## src/rtl/hazard_ctrl.sv

```systemverilog
// Pipeline sequencer for the 5-stage RV32 core: load-use stalls, operand forwarding,
// branch flushes and data-memory freeze, plus stall/flush performance counters.
module hazard_ctrl #(
    parameter int REG_AW      = 5,
    parameter int TO_W        = 8,
    parameter int MEM_TIMEOUT = 255,
    parameter int PERF_W      = 32
) (
    input  logic              clk,
    input  logic              rst_n,
    input  logic [REG_AW-1:0] id_rs1,
    input  logic [REG_AW-1:0] id_rs2,
    input  logic              id_use_rs1,
    input  logic              id_use_rs2,
    input  logic [REG_AW-1:0] ex_rs1,
    input  logic [REG_AW-1:0] ex_rs2,
    input  logic [REG_AW-1:0] ex_rd,
    input  logic              ex_regwen,
    input  logic [1:0]        ex_wbsel,
    input  logic              ex_pcsel,
    input  logic [REG_AW-1:0] mem_rd,
    input  logic              mem_regwen,
    input  logic              mem_req,
    input  logic              dmem_ready,
    input  logic [REG_AW-1:0] wb_rd,
    input  logic              wb_regwen,
    output logic              pc_en,
    output logic              ifid_en,
    output logic              idex_en,
    output logic              exmem_en,
    output logic              ifid_flush,
    output logic              idex_flush,
    output logic              memwb_flush,
    output logic [1:0]        fwd_a,
    output logic [1:0]        fwd_b,
    output logic              mem_timeout,
    output logic [PERF_W-1:0] stall_cnt,
    output logic [PERF_W-1:0] flush_cnt
);

    typedef enum logic {RUN, MEM_WAIT} state_t;

    state_t          state;
    logic [TO_W-1:0] wait_cnt;
    logic            wait_limit;
    logic            freeze;
    logic            timeout_hit;
    logic            load_use;
    logic            branch_flush;

    function automatic logic [1:0] fwd_sel(input logic [REG_AW-1:0] rs,
                                           input logic [REG_AW-1:0] m_rd, input logic m_wen,
                                           input logic [REG_AW-1:0] w_rd, input logic w_wen);
        if (m_wen && m_rd != '0 && m_rd == rs)      return 2'b01;
        else if (w_wen && w_rd != '0 && w_rd == rs) return 2'b10;
        else                                        return 2'b00;
    endfunction

    // The wait cycle that would bring the count up to MEM_TIMEOUT releases instead of freezing.
    assign wait_limit  = (state == MEM_WAIT) &&
                         (({1'b0, wait_cnt} + (TO_W+1)'(1)) == (TO_W+1)'(MEM_TIMEOUT));
    assign freeze      = rst_n && !dmem_ready &&
                         ((state == RUN && mem_req) || (state == MEM_WAIT && !wait_limit));
    assign timeout_hit = rst_n && !dmem_ready && wait_limit;

    assign load_use = ex_regwen && ex_wbsel == 2'b00 && ex_rd != '0 &&
                      ((id_use_rs1 && id_rs1 == ex_rd) || (id_use_rs2 && id_rs2 == ex_rd));
    assign branch_flush = rst_n && !freeze && ex_pcsel;

    always_comb begin
        pc_en       = 1'b1;
        ifid_en     = 1'b1;
        idex_en     = 1'b1;
        exmem_en    = 1'b1;
        ifid_flush  = 1'b0;
        idex_flush  = 1'b0;
        memwb_flush = 1'b0;
        fwd_a       = fwd_sel(ex_rs1, mem_rd, mem_regwen, wb_rd, wb_regwen);
        fwd_b       = fwd_sel(ex_rs2, mem_rd, mem_regwen, wb_rd, wb_regwen);
        mem_timeout = timeout_hit;
        if (!rst_n) begin
            pc_en       = 1'b0;
            ifid_en     = 1'b0;
            idex_en     = 1'b0;
            exmem_en    = 1'b0;
            ifid_flush  = 1'b1;
            idex_flush  = 1'b1;
            memwb_flush = 1'b1;
            fwd_a       = 2'b00;
            fwd_b       = 2'b00;
            mem_timeout = 1'b0;
        end else if (freeze) begin
            pc_en       = 1'b0;
            ifid_en     = 1'b0;
            idex_en     = 1'b0;
            exmem_en    = 1'b0;
            memwb_flush = 1'b1;
        end else if (ex_pcsel) begin
            ifid_flush = 1'b1;
            idex_flush = 1'b1;
        end else if (load_use) begin
            // Hold IF/ID and the PC, push one bubble into EX.
            pc_en      = 1'b0;
            ifid_en    = 1'b0;
            idex_flush = 1'b1;
        end
    end

    always_ff @(posedge clk or negedge rst_n) begin
        if (!rst_n) begin
            state     <= RUN;
            wait_cnt  <= '0;
            stall_cnt <= '0;
            flush_cnt <= '0;
        end else begin
            case (state)
                RUN: begin
                    if (mem_req && !dmem_ready) begin
                        state    <= MEM_WAIT;
                        wait_cnt <= TO_W'(1);
                    end
                end
                MEM_WAIT: begin
                    if (dmem_ready || wait_limit) begin
                        state    <= RUN;
                        wait_cnt <= '0;
                    end else begin
                        wait_cnt <= wait_cnt + TO_W'(1);
                    end
                end
                default: begin
                    state    <= RUN;
                    wait_cnt <= '0;
                end
            endcase
            if (!pc_en)       stall_cnt <= stall_cnt + PERF_W'(1);
            if (branch_flush) flush_cnt <= flush_cnt + PERF_W'(1);
        end
    end

endmodule
```

## config.mk

```make
export PLATFORM = sky130hd
export DESIGN_NAME = hazard_ctrl
export DESIGN_NICKNAME = d
export VERILOG_FILES = /design/src/rtl/hazard_ctrl.sv
export SDC_FILE = /design/constraint.sdc
export NUM_CORES = 1
export LEC_CHECK = 0
export CAP_MARGIN = 20
export CELL_PAD_IN_SITES_DETAIL_PLACEMENT = 1
export CELL_PAD_IN_SITES_GLOBAL_PLACEMENT = 1
export CORE_MARGIN = 4
export CORE_UTILIZATION = 39
export CTS_CLUSTER_DIAMETER = 120
export CTS_CLUSTER_SIZE = 14
export DETAILED_ROUTE_END_ITERATION = 10
export MAX_ROUTING_LAYER = met4
export PLACE_DENSITY = 0.9
export REMOVE_ABC_BUFFERS = 1
export SYNTH_ARGS = -nofsm -noshare
export SYNTH_HDL_FRONTEND = slang
export SYNTH_SLANG_ARGS = --single-unit
```

## constraint.sdc

```tcl
create_clock -name clk -period 6.95 [get_ports clk]
set_input_delay 2.085 -clock clk [delete_from_list [all_inputs] [get_ports clk]]
set_output_delay 2.085 -clock clk [all_outputs]
set_load 0.02 [all_outputs]
```

==> impl_metrics.json <==
{
  "outcome": "finished, final reports clean",
  "synth_ff_type": "dfrtp_1",
  "cts_sinks": 73,
  "grt-ovfl-total": 0,
  "dp_hpwl_um": 9681,
  "grt_antenna_before_repair": 0,
  "vias": 3719,
  "row_count": 37,
  "ios": 123,
  "dp_worst_setup_slack_ns": 0.3565,
  "dr.first_iter.drc_count": 135,
  "fin_skew_ns": 0.01641,
  "fill_cells": 1162,
  "cts_max_path_buffers": 2,
  "netlist_area_um2": 4212,
  "syn2layout_area_growth_pct": 36.30,
  "relSlewSlack_pct": 46.11,
  "wirelength_um": 12740,
  "grt_pass1_vias": 4061,
  "path_clk_slew_ns": 0.08,
  "grt_max_degree": 61,
  "period_minus_slack_ns": 6.578,
  "yosys_warnings": 0,
  "critPathLaunchType": "input port",
  "die_h_um": 111.9,
  "arrival_ns": 4.49,
  "root_buffer": "clkbuf_8",
  "synth_top_area_share_pct": 43.37,
  "rsz0062_at_grt": "false",
  "synth.area.top_cells": "dfrtp_1 (43%), xor2_1 (14%), xnor2_1 (6.2%)",
  "clock.fmax_mhz": 152.0,
  "ant_nets": 0,
  "worst_slew_pin_slew_ns": 0.8060,
  "drive_gt1_share_pct": 9.125,
  "drc": 0,
  "stdcell_area_um2": 5741,
  "setup_viol": 0,
  "total_power_uw": 1325,
  "crit_type": "input port to output port",
  "grt_pass1_wl_um": 21130,
  "fp.dieW_um": 111.9,
  "wire_per_inst_um": 18.93,
  "synth-async-reset-ratio_pct": 100.0,
  "start_util_pct": 40.43,
  "ys_ff_latch": 73,
  "worstSetupEndpointType": "output port",
  "peakVddDrop_uv": 136.3,
  "clk_latency_ns": 0.34,
  "cts-buffers-inserted": 9,
  "postPlaceCellArea_um2": 5560,
  "fin_setup_tns_ns": 0,
  "finalMaxSlewViolations": 0,
  "fin_crit_sh_pct": 94.65,
  "drt_pass1_iterations": 4,
  "critPathMaxFanout": 3,
  "die-area_um2": 12530,
  "synth_largest_area_cell": "dfrtp_1",
  "fin_nets": 583,
  "avgSynthCellArea_um2": 10.32,
  "cts_hold_buf": 0,
  "hold_violations": 0,
  "p_per_area_nw_per_um2": 230.8,
  "yosysUniqueCellTypes": 49,
  "synth_common_cells": "dfrtp_1 (73), xor2_1 (65), nand3_1 (36), xnor2_1 (30), nand2_1 (29)",
  "track_usage_pct": 21.24,
  "core-area_um2": 10420,
  "min-delay-path-class": "flip-flop to flip-flop",
  "cap_violations": 0,
  "post_cts_buffers": 0,
  "p_leak_uw": 0.002304,
  "cts_resized": 0,
  "holdWs_ns": 0.4746,
  "synthMostInstantiatedCell": "dfrtp_1",
  "setup_slack_ns": 0.3715,
  "yosysSeqAreaShare_pct": 43.37,
  "cts_htree_levels": 3,
  "num_antenna_cells": 0,
  "via_per_inst": 5.526,
  "portBuffers": 122,
  "synth-edff-count": 0,
  "tritoncts": "built",
  "synth_cells": 408,
  "required_ns": 4.87,
  "reg2reg_slack_ns": 4.24,
  "place_congestion": 0.8254
}
[power breakdown]
group | internal [uW] | switching [uW]
Sequential | 489 | 98.9
Clock | 142 | 168
Combinational | 205 | 223
[per-layer routing]
layer	vias up	wire length [um]	GRT usage, %
li1	1721	-	-
met1	1893	5305	25.36
met2	88	6788	37.13
met5	-	0	-
met3	17	406	3.152
met4	0	238	6.245
[stage by stage]
step / instances / utilization (%)
2_1_floorplan: 394 / -
3_3_place_gp: 657 / 53.38
3_5_place_dp: 657 / 53.38
4_1_cts: 673 / 55.11
5_1_grt: 673 / 55.11
6_report: 673 / 55.11
[area by class of cell]
class / instances / area, um^2 / share of cell area, %
sequential: 73 / 1827 / 31.82
clock buffer: 11 / 141.4 / 2.463
clock inverter: 5 / 38.79 / 0.6757
tap: 136 / 170.2 / 2.964
multi-input combinational: 312 / 2273 / 39.60
inverter: 9 / 33.78 / 0.5885
timing repair buffer: 127 / 1256 / 21.88
[cell usage in the layout (no fill, tap or decap), types with 2 or more instances in the layout]
cell / Yosys / routed
nand2_1: 29 / 29
nor4_1: 13 / 13
nand3_1: 36 / 36
clkinv_4: 0 / 2
clkdlybuf4s50_1: 0 / 121
mux2_2: 2 / 2
nor2b_1: 3 / 3
nand4_1: 14 / 14
and2_1: 5 / 5
xnor2_1: 30 / 30
nor4_2: 4 / 4
or4_1: 5 / 5
o21ai_0: 9 / 9
o22ai_1: 2 / 2
and4_1: 5 / 5
nor2_1: 10 / 10
xnor2_2: 2 / 2
and3_1: 8 / 8
nor4b_1: 2 / 2
dfrtp_1: 73 / 73
ha_1: 4 / 4
inv_1: 8 / 8
a211oi_1: 11 / 11
nor3_1: 8 / 8
buf_4: 3 / 6
or3_1: 4 / 4
or2_2: 2 / 2
o211ai_1: 2 / 2
clkbuf_8: 0 / 10
a2111oi_2: 9 / 9
xor2_1: 65 / 65
a21oi_1: 12 / 12
[worst max-delay path: stages]
cell and delay, ns:
clkdlybuf4s50_1 0.48, or4_1 0.56, o21ai_0 0.25, nor4_1 0.14
nor4_1 0.30, clkdlybuf4s50_1 0.67
[flip-flops by register name, summed over array words and instances, names as in the netlist]
| name | flops |
|---|---|
| wait_cnt | 8 |
| stall_cnt | 32 |
| state | 1 |
| flush_cnt | 32 |
[final timing paths]
path	startpoint	end	depth (start not counted)
setup / recovery	mem_rd[1]	fwd_b[1]	6
hold / removal	flush_cnt[31]	flush_cnt[31]	1
setup reg to reg	wait_cnt[0]	stall_cnt[2]	9
hold reg to reg	flush_cnt[31]	flush_cnt[31]	1
max in group asynchronous	rst_n	flush_cnt[21]	2
min in group asynchronous	rst_n	flush_cnt[6]	1
[logic make-up after synthesis]
family | synth area share [%]
multiplexers | 0.5347
XOR/XNOR | 20.53
adder cells (fa/ha/maj) | 1.188
buffers and inverters | 2.644
AND/OR/NAND/NOR | 21.12
flip-flops | 43.37
AO/OA/AOI/OAI | 10.61
Note: power is estimated with default switching activity, not from simulation.
